$ cat src/rtl/i2c_master.sv
// i2c_master: single-master I2C byte-transfer engine; define I2C_MASTER_CLK_STRETCH_EN to let slaves stretch SCL.
module i2c_master #(
  parameter int CLK_DIV = 4,
  parameter int I2C_DATA_WIDTH = 8,
  parameter int I2C_ADDR_WIDTH = 7
) (
  input  logic                      clk,
  input  logic                      rst,
  input  logic                      cmd_valid,
  output logic                      cmd_ready,
  input  logic [I2C_ADDR_WIDTH-1:0] cmd_addr,
  input  logic                      cmd_rw,
  input  logic [7:0]                cmd_len,
  input  logic [I2C_DATA_WIDTH-1:0] wr_data,
  output logic                      wr_req,
  output logic [I2C_DATA_WIDTH-1:0] rd_data,
  output logic                      rd_valid,
  output logic                      busy,
  output logic                      done,
  output logic                      nack,
  input  logic                      scl_i,
  input  logic                      sda_i,
  output logic                      scl_oe,
  output logic                      sda_oe
);
  localparam int AW1 = I2C_ADDR_WIDTH + 1;
  localparam int SW = AW1 > I2C_DATA_WIDTH ? AW1 : I2C_DATA_WIDTH;
  typedef enum logic [3:0] {IDLE, START, ADDR, ADDR_ACK, WDATA, WACK, RDATA, RACK, STOP} state_t;
  state_t state, nstate;
  logic [7:0] div, bitcnt, rem;
  logic [1:0] q;
  logic [SW-1:0] sreg;
  logic rw, hold, qend, bend, samp, accept, first, last_bit, bitclk, shifting;
`ifdef I2C_MASTER_CLK_STRETCH_EN
  assign hold = q == 2'd1 && !scl_oe && !scl_i;
`else
  assign hold = scl_i & 1'b0;
`endif
  assign qend = div == 8'(CLK_DIV - 1) && !hold;
  assign bend = qend && q == 2'd3;
  assign samp = qend && q == 2'd1;
  assign cmd_ready = state == IDLE;
  assign busy = state != IDLE;
  assign accept = cmd_valid && cmd_ready;
  assign first = q == 2'd0 && div == 8'd0 && bitcnt == 8'd0;
  assign last_bit = bitcnt == (state == ADDR ? 8'(I2C_ADDR_WIDTH) : 8'(I2C_DATA_WIDTH - 1));
  assign bitclk = q[1] == q[0];
  assign shifting = state == ADDR || state == WDATA || state == RDATA;
  always_comb begin
    nstate = state;
    scl_oe = 1'b0;
    sda_oe = 1'b0;
    wr_req = 1'b0;
    case (state)
      IDLE: nstate = accept ? START : IDLE;
      START: begin
        sda_oe = q[1];
        nstate = bend ? ADDR : START;
      end
      ADDR: begin
        scl_oe = bitclk;
        sda_oe = !sreg[SW-1];
        nstate = bend && last_bit ? ADDR_ACK : ADDR;
      end
      ADDR_ACK: begin
        scl_oe = bitclk;
        nstate = !bend ? ADDR_ACK : nack || rem == 8'd0 ? STOP : rw ? RDATA : WDATA;
      end
      WDATA: begin
        scl_oe = bitclk;
        wr_req = first;
        // sreg only holds the new byte after this first cycle
        sda_oe = first ? !wr_data[I2C_DATA_WIDTH-1] : !sreg[SW-1];
        nstate = bend && last_bit ? WACK : WDATA;
      end
      WACK: begin
        scl_oe = bitclk;
        nstate = !bend ? WACK : nack || rem == 8'd1 ? STOP : WDATA;
      end
      RDATA: begin
        scl_oe = bitclk;
        nstate = bend && last_bit ? RACK : RDATA;
      end
      RACK: begin
        scl_oe = bitclk;
        sda_oe = rem != 8'd1;
        nstate = !bend ? RACK : rem == 8'd1 ? STOP : RDATA;
      end
      STOP: begin
        scl_oe = q == 2'd0;
        sda_oe = q != 2'd3;
        nstate = bend ? IDLE : STOP;
      end
      default: nstate = IDLE;
    endcase
  end
  always_ff @(posedge clk or posedge rst) begin
    if (rst) begin
      state <= IDLE;
      div <= 8'd0;
      q <= 2'd0;
      bitcnt <= 8'd0;
      rem <= 8'd0;
      sreg <= '0;
      rw <= 1'b0;
      rd_data <= '0;
      rd_valid <= 1'b0;
      done <= 1'b0;
      nack <= 1'b0;
    end else begin
      state <= nstate;
      rd_valid <= 1'b0;
      done <= state == STOP && bend;
      div <= state == IDLE || qend ? 8'd0 : hold ? div : div + 8'd1;
      q <= state == IDLE ? 2'd0 : qend ? q + 2'd1 : q;
      if (accept) begin
        rw <= cmd_rw;
        rem <= cmd_len;
        nack <= 1'b0;
        sreg <= SW'({cmd_addr, cmd_rw}) << (SW - AW1);
      end
      if (shifting && bend) bitcnt <= last_bit ? 8'd0 : bitcnt + 8'd1;
      if ((state == ADDR || state == WDATA) && bend) sreg <= sreg << 1;
      if (state == WDATA && first) sreg <= SW'(wr_data) << (SW - I2C_DATA_WIDTH);
      if (state == RDATA && samp) begin
        sreg <= {sreg[SW-2:0], sda_i};
        if (last_bit) begin
          rd_data <= {sreg[I2C_DATA_WIDTH-2:0], sda_i};
          rd_valid <= 1'b1;
        end
      end
      if ((state == ADDR_ACK || state == WACK) && samp && sda_i) nack <= 1'b1;
      if ((state == WACK || state == RACK) && bend) rem <= rem - 8'd1;
    end
  end
endmodule
$ cat config.mk
export PLATFORM = sky130hd
export DESIGN_NAME = i2c_master
export DESIGN_NICKNAME = d
export VERILOG_FILES = /design/src/rtl/i2c_master.sv
export SDC_FILE = /design/constraint.sdc
export NUM_CORES = 1
export LEC_CHECK = 0
export BUFFER_PORTS_ARGS = -buffer_cell sky130_fd_sc_hd__clkbuf_2
export CAP_MARGIN = 0
export CORE_AREA = 5 5 74 83
export DETAILED_ROUTE_END_ITERATION = 12
export DIE_AREA = 0 0 79 88
export GPL_ROUTABILITY_DRIVEN = 0
export GPL_TIMING_DRIVEN = 0
export PLACE_DENSITY = 0.77
export SLEW_MARGIN = 0
export SYNTH_ARGS = -nofsm -noshare
export SYNTH_HDL_FRONTEND = slang
export SYNTH_SLANG_ARGS = --single-unit
export TNS_END_PERCENT = 1
$ cat constraint.sdc
create_clock -name clk -period 2.65 [get_ports clk]
set_input_delay 0.265 -clock clk [delete_from_list [all_inputs] [get_ports clk]]
set_output_delay 0.265 -clock clk [all_outputs]
set_load 0.02 [all_outputs]
==> Yosys cells after proc, flatten, opt, wreduce, memory -nomap -nowiden <==
Cells that the tools add are included.
{ "totals": {"input_bits": 29, "elab_cells": 98, "ff_bits": 50, "out_inout_bits": 16} }
{ "op_classes": {"n_mux": 32, "n_reduce_logical": 35, "n_eq_ne": 16, "addsub": 4} }
{ "ops": {"columns": ["cell", "n"], "rows": [
  ["8-bit 2-to-1 mux", 8],
  ["4-bit one-hot mux with 9 select lines", 1],
  ["4-bit 2-to-1 mux", 7],
  ["8-bit zero test", 3],
  ["8-bit by 1-bit adder with 8-bit output, second input constant", 2],
  ["4-bit by 3-bit == test with 1-bit output, second input constant", 4],
  ["1-bit logical AND", 14],
  ["1-bit 2-to-1 mux", 10],
  ["4-bit by 2-bit == test with 1-bit output, second input constant", 2],
  ["8-bit by 1-bit == test with 1-bit output, second input constant", 1],
  ["8-bit by 2-bit == test with 1-bit output, second input constant", 1],
  ["8-bit by 3-bit == test with 1-bit output, second input constant", 1],
  ["2-bit 2-to-1 mux", 4],
  ["8-bit by 1-bit inequality test with 1-bit output, second input constant", 1],
  ["4-bit nonzero test", 2],
  ["8-bit by 1-bit subtractor with 8-bit output, second input constant", 1],
  ["1-bit logical OR", 7],
  ["2-bit nonzero test", 3],
  ["6-bit OR reduction", 1],
  ["1-bit one-hot mux with 5 select lines", 1],
  ["4-bit by 1-bit == test with 1-bit output, second input constant", 1],
  ["4-bit == test, second input constant", 1],
  ["4-bit zero test", 1],
  ["2-bit by 1-bit adder with 2-bit output, second input constant", 1],
  ["8 further kinds", 9]
]} }

==> Logic depth before layout (Yosys ltp) <==
Gate-level depths: netlist (run 1).
{ "depth": {"ltp_word": 6, "depth_mapped": 8} }

==> Worst setup path after synthesis (run 1) <==
Ideal clock, no wire load.
{ "synth_timing": {"kind": "reg2out", "start": "register state[3]", "end": "output sda_oe", "stages_incl_launch_ff": 7, "slack_ns": 0.279, "arrival_time_ns": 2.106, "required_ns": 2.385, "path_cell_list": "dfrtp_1 -> clkbuf_2 -> or4_1 -> nor2_1 -> clkbuf_1 -> nand2_1 -> o2111ai_1"} }
{ "synth_between": {"elab_chain_len": 2, "word_cells_on_any_way": 6} }
{ "synth_rtl": {"columns": ["item", "line_no", "source"], "rows": [
  ["start: declaration", "29", "state_t state, nstate;"],
  ["start signal: assignment", "111", "state <= nstate;"],
  ["4-bit == test, or another cell as far along", "54", "case (state)"],
  ["1-bit one-hot mux with 5 select lines (*)", "54", null],
  ["end: declaration", "24", "output logic sda_oe"]
]} }
Mark *: on every way between the ends. The rest lies on a longest branch, timed or not.

==> Worst setup path after layout (run 1) <==
{ "layout_timing": {"start": "register bitcnt[3]", "end": "output sda_oe"} }
{ "layout_between": {"elab_chain_len": 4} }
{ "layout_rtl": {"columns": ["item", "line_no", "source"], "rows": [
  ["start: declaration", "30", "logic [7:0] div, bitcnt, rem;"],
  ["start signal: assignment", "122", "if (shifting && bend) bitcnt <= last_bit ? 8'd0 : bitcnt + 8'd1;"],
  ["8-bit zero test", "45", "assign first = q == 2'd0 && div == 8'd0 && bitcnt == 8'd0;"],
  ["1-bit logical AND", "45", null],
  ["1-bit 2-to-1 mux", "73", "sda_oe = first ? !wr_data[I2C_DATA_WIDTH-1] : !sreg[SW-1];"],
  ["1-bit one-hot mux with 5 select lines", "54", null]
]} }
Every way passes these cells.

==> flow_summary.toml, run 1 <==
[synthesis]
synth_nets = 330
yosysWarnings = 0
synth_seq_area_share_pct = 44.6
synth-edff-count = 0
syn_avg_cell_area_sq_um = 9.64
ys_async_sr_fraction_pct = 100
synth_area_sq_mm = 0.00280
yosysUniqueCellTypes = 51
synth-seq-cells = 50
ys.flop_type = "dfrtp_1"
synthCells = 291

[critical_path]
cp.arrival_ns = 2.31
critPathLaunchType = "register"
cp-end-kind = "output pin"
timing.rr.start = "bitcnt[3]"
crit_fanout = 8
critical_path_class = "register to output pin"
r2r-end = "sreg[6]"
rrSetupSlack_ns = 0.17
critPathRequiredTime_ns = 2.38
r2r_cells = 7

[floorplan]
row_count = 28
dieArea_sq_mm = 0.00695
die_w_um = 79
boundaryPins = 45
fp.coreArea_sq_mm = 0.00522
start_util_pct = 53.7
dieHeight_um = 88

[clock_network]
cts_buffers = 5
htreeDepth = 2
worstSkewPairLatency_ns = 0.31
clock_sinks = 50
clk_pin_slew_ns = 0.09
cts_buffer_depth = 2
cts_tree = "done"
root_buffer = "clkbuf_8"

[min_path]
min_path_type = "primary input to register"
holdCritStartpoint = "cmd_len[5]"
hold_end = "rem[5]"
min_path_cells = 3

[timing]
max_slew_margin_pct = 61.0
hold_viol = 0
worst_pin_slew_ns = 0.584
rsz0062_at_grt = "true"
setup_slack_ns = 0.0742
slew_viol_final = 0
min_period_ns = 2.58
fin_crit_sh_pct = 97.2
finClkSkew_ns = 0.0136
setup-violations-final = 0
fmaxAchievable_ghz = 0.388

[cells_and_area]
nets = 386
syn2layout_area_growth_pct = 18.9
final_util_pct = 63.9
diodes = 0
drive_gt1_share_pct = 25.3

[placement]
pre_cts_ws_ns = -0.0862
hpwl_um = 4750
portBuffers = 43

[global_route]
grt_overflow = 0
grt_pass1_vias = 2448
antenna_found_initial = 0
grt_usage_pct = 20.6
grt_max_degree = 38
grt_pass1_wl_um = 11400

[power]
power_density_mw_per_mm2 = 409
max-vdd-ir-drop_mv = 0.292
p_total_uw = 1360
cellLeakagePower_uw = 0.00162

[route]
routed_via_density = 5.92
ant_nets = 0
routedWlPerCell_um = 16.0
drc_errors = 0
vias = 2417
drt-initial-drc-count = 148
wirelength_um = 6520
drt_first_pass_iters = 4

[job]
maxCapViolations = 0

[status]
outcome = "finished, final reports clean"
-- cell families after synthesis --
family | synth area share (%)
AND/OR/NAND/NOR | 24.0
AO/OA/AOI/OAI | 15.1
flip-flops | 44.6
buffers and inverters | 4.15
XOR/XNOR | 4.06
adder cells (fa/ha/maj) | 4.46
multiplexers | 3.61
-- stage by stage --
stage | area [sq um] | instances | TNS, ns | hold WS, ns
after CTS | 3280 | 404 | -0.0347 | 0.165
after detailed placement | 3110 | 395 | -0.343 | 0.226
final | 3330 | 408 | 0 | 0.171
after floorplan | 2800 | 291 | 0 | 0.392
after global routing | 3330 | 408 | -0.0671 | 0.173
after global placement | 3090 | 394 | -0.0767 | 0.475
-- cells in the mapped netlist (all sizes together) (3+ instances only) --
master | instances | area [sq um]
dfrtp | 50 | 1250
nor2 | 30 | 113
nand2 | 22 | 82.6
inv | 19 | 71.3
nand3 | 18 | 90.1
and3 | 12 | 75.1
o31ai | 11 | 87.6
ha | 10 | 125
mux2 | 9 | 101
a211oi | 8 | 65.1
nor3 | 8 | 40.0
clkbuf | 7 | 28.8
xnor2 | 7 | 61.3
xor2 | 6 | 52.6
a21oi | 5 | 25.0
a31oi | 5 | 31.3
nand4 | 5 | 31.3
o211ai | 5 | 37.5
o21ai | 5 | 25.0
or4 | 5 | 41.3
and2 | 4 | 25.0
nand2b | 4 | 25.0
nor4 | 4 | 40.0
a22oi | 3 | 22.5
-- report_power, final --
group          switching [uW]  internal, uW
logic                    27.2          23.1
clock network             267           281
registers               0.948           764
total                     295          1070
-- cells in the final DEF, fill, tap and decap left out, drive strengths merged, types with 3 or more instances in the layout --
| master | count |
|---|---|
| clkbuf | 53 |
| nand2 | 22 |
| o21ai | 5 |
| o31ai | 11 |
| a21oi | 5 |
| inv | 19 |
| or4 | 5 |
| a211oi | 8 |
| dfrtp | 50 |
| buf | 9 |
| nor3 | 8 |
| ha | 10 |
| nor2 | 30 |
| nand2b | 4 |
| o211ai | 5 |
| nand4 | 5 |
| a22oi | 3 |
| and3 | 12 |
| xor2 | 6 |
| a31oi | 5 |
| mux2 | 9 |
| nor4 | 4 |
| nand3 | 18 |
| xnor2 | 7 |
| and2 | 4 |
-- state kept, by name (all words and copies together), names as in the netlist --
name / cells
bitcnt: 8
done: 1
sreg: 8
rw: 1
q: 2
nack: 1
rd_valid: 1
state: 4
div: 8
rem: 8
rd_data: 8
-- timing repair --
action	in CTS	in global routing
pin swaps	1	3
resized for setup	9	7
endpoints found under the setup margin	10	6
buffers inserted	0	4
hold buffers	1	0
cloned	0	0
endpoints found under the hold margin	13	0
-- critical path: stages (launching register included) --
cell	delay [ns]
dfrtp_2	0.45
or4_4	0.58
nor4b_4	0.36
nand2_2	0.20
o2111ai_2	0.22
buf_2	0.20
-- worst max-delay path by stage --
stage                          to  startpoint  cells past startpoint
after floorplan            sda_oe    state[3]                      6
after global placement     sda_oe    state[3]                      7
after detailed placement  sreg[6]      div[0]                      7
after CTS                  sda_oe   bitcnt[3]                      5
after global routing       sda_oe    state[3]                      7
final                      sda_oe   bitcnt[3]                      5
-- final cells by class --
class                      instances  area [sq um]
buffer                             9          48.8
clock buffer                       5          68.8
clock inverter                     3          45.0
fill                             439          1890
inverter                          19          71.3
multi-input combinational        213          1500
sequential                        50          1250
tap                               60          75.1
timing repair buffer              49           275
-- layer usage --
metal | wire [um] | track usage (%)
met5 | 0 | 0
met3 | 378 | 3.81
met1 | 2780 | 26.2
met2 | 3300 | 35.7
met4 | 72 | 6.41
(Power assumes the default switching activity.)
==> run 2, diff against run 1 <==
- PLACE_DENSITY: 0.77 -> default
- PLACE_DENSITY_LB_ADDON: default -> 0.05
- SETUP_SLACK_MARGIN: default -> 0.5
==> run 2 against run 1 <==
Effect of this change: sequential share of layout area fell by 1.3 points; cell count rose by 2.7%; die area did not move; wire length rose by 4.7%; clock power fell by 14%; critical endpoint unchanged.
==> flow_summary.toml, run 2 (synthesized netlist as in run 1, its figures left out) <==
[status]
outcome = "finished, final reports clean"

[floorplan]
boundaryPins = 45
start_util_pct = 53.7
row_count = 28
fp.coreArea_sq_mm = 0.00522
die_w_um = 79
dieHeight_um = 88
dieArea_sq_mm = 0.00695

[critical_path]
r2r_cells = 4
timing.rr.start = "bitcnt[3]"
cpPeakStageDelay_ns = 0.57
rrSetupSlack_ns = 0.21
r2r-end = "rd_data[1]"
cp.arrival_ns = 2.22
cp_slowest_cell = "or4_4"
crit_chain = "or4_4, nor3_4, a31oi_1, o211ai_1, o2111ai_4, buf_8"
crit_family = "simple AND/OR/NAND/NOR gates"
critPathRequiredTime_ns = 2.38
cp-end-kind = "output pin"
cp_num_buf_inv = 1
critPathLaunchType = "register"
crit_fanout = 3
critical_path_class = "register to output pin"

[power]
clkPwrFrac_pct = 36.7
combPwrFrac_pct = 3.9
p_total_uw = 1290
internal-power_uw = 997
sw_frac_of_total_pct = 22.5
switchingPower_uw = 289
max-vdd-ir-drop_mv = 0.248
cellLeakagePower_uw = 0.00169
power_density_mw_per_mm2 = 372
seqPwrFrac_pct = 59.5

[job]
maxCapViolations = 0

[clock_network]
worstSkewPairLatency_ns = 0.31
cts_buffers = 5
htreeDepth = 2
clock_sinks = 50
cts_buffer_depth = 2
clk_pin_slew_ns = 0.09
cts_tree = "done"
root_buffer = "clkbuf_8"

[timing]
fin_crit_sh_pct = 93.8
fmaxAchievable_ghz = 0.402
max_slew_margin_pct = 56.8
worst_pin_slew_ns = 0.647
slew_viol_final = 0
final.setup.tns_ns = 0
min_period_ns = 2.48
setup-violations-final = 0
hold_viol = 0
rsz0062_at_grt = "true"
finClkSkew_ns = 0.0105

[route]
drc_errors = 0
ant_nets = 0
drt-initial-drc-count = 132
wirelength_um = 6830
routed_via_density = 5.85
routedWlPerCell_um = 16.3
vias = 2451
drt_first_pass_iters = 5

[cells_and_area]
drive_gt1_share_pct = 27.9
syn2layout_area_growth_pct = 23.2
final_common_cell = "dfrtp_1"
layout_common_cells = "49 x dfrtp_1, 42 x clkbuf_2, 29 x nor2_1"
diodes = 0
nets = 397

[global_route]
grt_pass1_vias = 2368
grt_max_degree = 31
grt_overflow = 0
grt_usage_pct = 20.9
grt_pass1_wl_um = 11400
antenna_found_initial = 0

[min_path]
min_path_cells = 3
hold_end = "rem[5]"
holdCritStartpoint = "cmd_len[5]"
min_path_type = "primary input to register"

[placement]
hpwl_um = 4770
portBuffers = 43
[run 2: cell count changes in the layout (fill, tap and decap cells not counted), sizes merged]
| cell | delta |
|---|---|
| clkinvlp | -1 |
| clkinv | +1 |
| buf | +10 |
| clkbuf | +2 |
| bufinv | -1 |
[run 2: how the worst max path moves through the flow]
stage	slack, ns	start	cells past startpoint	to
detailed placement	0.01	state[3]	7	sda_oe
floorplan	0.46	state[3]	6	sda_oe
CTS	0.19	div[5]	6	sda_oe
global placement	0.04	div[2]	5	rem[4]
global route	0.09	div[3]	6	sda_oe
finish	0.17	div[3]	6	sda_oe
[run 2: stage by stage]
stage	hold WS, ns	cell area (sq um)	worst slack (ns)	utilization [%]	std cells
6_report	0.173	3450	0.165	66.2	419
3_5_place_dp	0.298	3150	0.0122	60.3	395
3_3_place_gp	0.477	3130	0.0404	59.9	394
2_1_floorplan	0.392	2840	0.461	-	291
4_1_cts	0.168	3390	0.193	65.0	414
5_1_grt	0.164	3450	0.0937	66.2	419
[run 2: area by class of cell]
cell class              count  area, sq um
clock buffers               6         82.6
flip-flops and latches     50         1250
repair buffers             60          368
well taps                  60         75.1
multi-input cells         213         1530
clock inverters             2         12.5
fillers                   435         1770
plain buffers               9         60.1
inverters                  19         71.3
[run 2: power by group through the flow]
stage | registers [uW] | logic, uW | clock network [uW]
floorplan | 781 | 18.1 | 0
global placement | 780 | 45.9 | 0
detailed placement | 780 | 49.9 | 0
CTS | 765 | 51.2 | 481
global route | 765 | 56.2 | 521
finish | 765 | 49.6 | 472
[run 2: timing repair]
item,in CTS,in global routing
endpoints found under the setup margin,31,37
gates resized for setup,15,6
cloned,0,0
hold buffers,1,0
pin swaps,5,9
endpoints found under the hold margin,20,0
setup buffers,10,5
[run 2: tightest hold or removal path, stage by stage]
cell and delay (ns):
clkbuf_2 0.07, nand2_1 0.04, o211ai_1 0.06
[run 2: routing by layer]
metal	global-route usage, %	vias up	share of wire (%)
met2	35.0	61	51
met1	27.5	1185	44
li1	-	1195	-
met4	6.41	0	1.3
met3	3.91	10	3.9
met5	0	-	0
==> run 3, diff against run 2 <==
- ABC_AREA: default -> 1
- CORE_AREA: 5 5 74 83 -> 5 5 77 86
- DIE_AREA: 0 0 79 88 -> 0 0 82 91
==> run 3 against run 2 <==
Effect of this change: global-route usage is 0.23 points lower; largest power group unchanged; utilization is 1.9 points lower; wire length is 6.4% higher; highest routed layer unchanged; design area is 5.4% higher; sequential power hardly changed; largest cell class unchanged.
==> flow_summary.toml, run 3 <==
[synthesis]
ys.flop_type = "dfrtp_1"
synth.area.top_cells = "dfrtp_1 40%, nand2_1 13%, inv_1 6.2%"
synthCells = 408
syn_avg_cell_area_sq_um = 7.60
synth_seq_area_share_pct = 40.4
synth_nets = 447
yosysUniqueCellTypes = 41
ys_async_sr_fraction_pct = 100
synth.cells.most_frequent = "105 x nand2_1, 51 x inv_1, 50 x dfrtp_1"
synth_top_area_cell = "dfrtp_1"
yosysTopAreaCellShare_pct = 40.4
yosysWarnings = 0
yosysMostFrequentCell = "nand2_1"
synth_area_sq_mm = 0.00310
synth-edff-count = 0
synth-seq-cells = 50

[floorplan]
row_count = 29
dieHeight_um = 91
dieArea_sq_mm = 0.00746
fp.coreArea_sq_mm = 0.00566
start_util_pct = 54.8
boundaryPins = 45
die_w_um = 82

[cells_and_area]
final_common_cell = "nand2_1"
syn2layout_area_growth_pct = 17.5
layout_common_cells = "105 x nand2_1, 49 x inv_1, 49 x dfrtp_1"
diodes = 0
nets = 501
drive_gt1_share_pct = 23.3

[power]
seqPwrFrac_pct = 51.7
cellLeakagePower_uw = 0.00183
switchingPower_uw = 313
sw_frac_of_total_pct = 21.1
internal-power_uw = 1170
power_density_mw_per_mm2 = 407
combPwrFrac_pct = 3.8
clkPwrFrac_pct = 44.5
max-vdd-ir-drop_mv = 0.514

[placement]
hpwl_um = 5470
pre_cts_ws_ns = 0.661
portBuffers = 43

[clock_network]
root_buffer = "clkbuf_8"
clk_pin_slew_ns = 0.09
cts_buffers = 5
cts_tree = "done"
cts_buffer_depth = 2
clock_sinks = 50
htreeDepth = 2
worstSkewPairLatency_ns = 0.32

[timing]
max_slew_margin_pct = 70.1
worst_pin_slew_ns = 0.445
setup_slack_ns = 0.601
fin_crit_sh_pct = 77.3
slew_viol_final = 0
finClkSkew_ns = 0.0134
hold_viol = 0
final.setup.tns_ns = 0
fmaxAchievable_ghz = 0.488
rsz0062_at_grt = "false"
setup-violations-final = 0
min_period_ns = 2.05

[critical_path]
critPathRequiredTime_ns = 2.38
cp.arrival_ns = 1.78
crit_fanout = 4
critPathLaunchType = "register"
critical_path_class = "register to output pin"
cp-end-kind = "output pin"

[global_route]
antenna_found_initial = 0
grt_pass1_wl_um = 12300
grt_max_degree = 32
grt_pass1_vias = 2690
grt_usage_pct = 20.6
grt_overflow = 0

[route]
drt_first_pass_iters = 4
drt-initial-drc-count = 156
ant_nets = 0
routed_via_density = 5.11
vias = 2761
wl_met1_um = 3270
dr_wl_met2_um = 3470
top_layer = "met4"
wl_met3_um = 393
routedWlPerCell_um = 13.5
drc_errors = 0
wirelength_um = 7260

[job]
maxCapViolations = 0

[status]
outcome = "finished, final reports clean"

[min_path]
min_path_type = "primary input to register"
-- run 3: cell count changes after synthesis, moves of 7 or more --
cell	delta
o31ai_1	-8
o21ai_2	+7
nand2_1	+83
o21ai_0	+12
and3_1	-10
nor2_2	+11
nor2_1	+9
a211oi_1	-7
nand3_1	+11
inv_1	+32
mux2_2	-9
a21oi_1	+9
-- run 3: per-layer routing --
metal	up-vias	GRT usage (%)
li1	1432	-
met1	1252	27.5
met2	66	33.4
met3	11	4.26
met4	0	6.23
met5	-	0
-- run 3: timing repair --
item	in CTS	in global routing
endpoints found under the hold margin	19	0
pin swaps	1	1
buffers inserted	1	1
setup endpoints to repair	2	3
resized for setup	5	13
cloned	0	0
hold buffers	1	0
-- run 3: area by class of cell --
cell class              instances  area (sq um)
fillers                       523          2020
multi-input cells             296          1640
flip-flops and latches         50          1250
repair buffers                 47           263
inverters                      57           214
well taps                      77          96.3
clock buffers                   5          68.8
clock inverters                 3          68.8
plain buffers                   5          42.5
-- run 3: final timing paths --
path	start	to	slack, ns	cells past startpoint
worst max-delay path	q[0]	sda_oe	0.60	8
worst min-delay path	cmd_len[6]	rem[6]	0.16	3
worst max register to register	div[0]	rem[5]	0.74	8
worst min register to register	rd_data[6]	rd_data[6]	0.48	2
max in group asynchronous	rst	state[1]	1.63	4
min in group asynchronous	rst	done	0.49	3
-- run 3: power groups by stage --
stage               combinational (uW)  sequential (uW)  clock (uW)
global route                      65.8              766         706
floorplan                         25.8              780           0
detailed placement                57.2              780           0
finish                            56.8              765         658
global placement                  53.6              780           0
CTS                               58.5              765         665
-- run 3: critical path: stages (launching register included) --
cell	delay (ns)
dfrtp_1	0.41
inv_1	0.14
ha_4	0.18
nand3_2	0.10
nor2_2	0.13
nand3_1	0.09
nand3_1	0.09
o2111ai_1	0.14
buf_4	0.19
-- run 3: stage by stage --
stage	hold WS, ns	total power (uW)	util, %	area (sq um)	cells
2_1_floorplan	0.389	806	-	3100	408
4_1_cts	0.157	1490	63.7	3600	539
6_report	0.161	1480	64.3	3640	540
3_5_place_dp	0.277	837	60.6	3430	529
5_1_grt	0.155	1540	64.3	3640	540
3_3_place_gp	0.455	834	60.3	3410	528
-- run 3: logic make-up (layout without fill, tap and decap cells) --
family	after synthesis	after routing	share of synthesized area, %
buffers and inverters	62	117	8.15
AND/OR/NAND/NOR	226	226	34.8
XOR/XNOR	6	6	1.70
adder cells (fa/ha/maj)	10	10	4.04
flip-flops	50	50	40.4
AO/OA/AOI/OAI	54	54	10.9
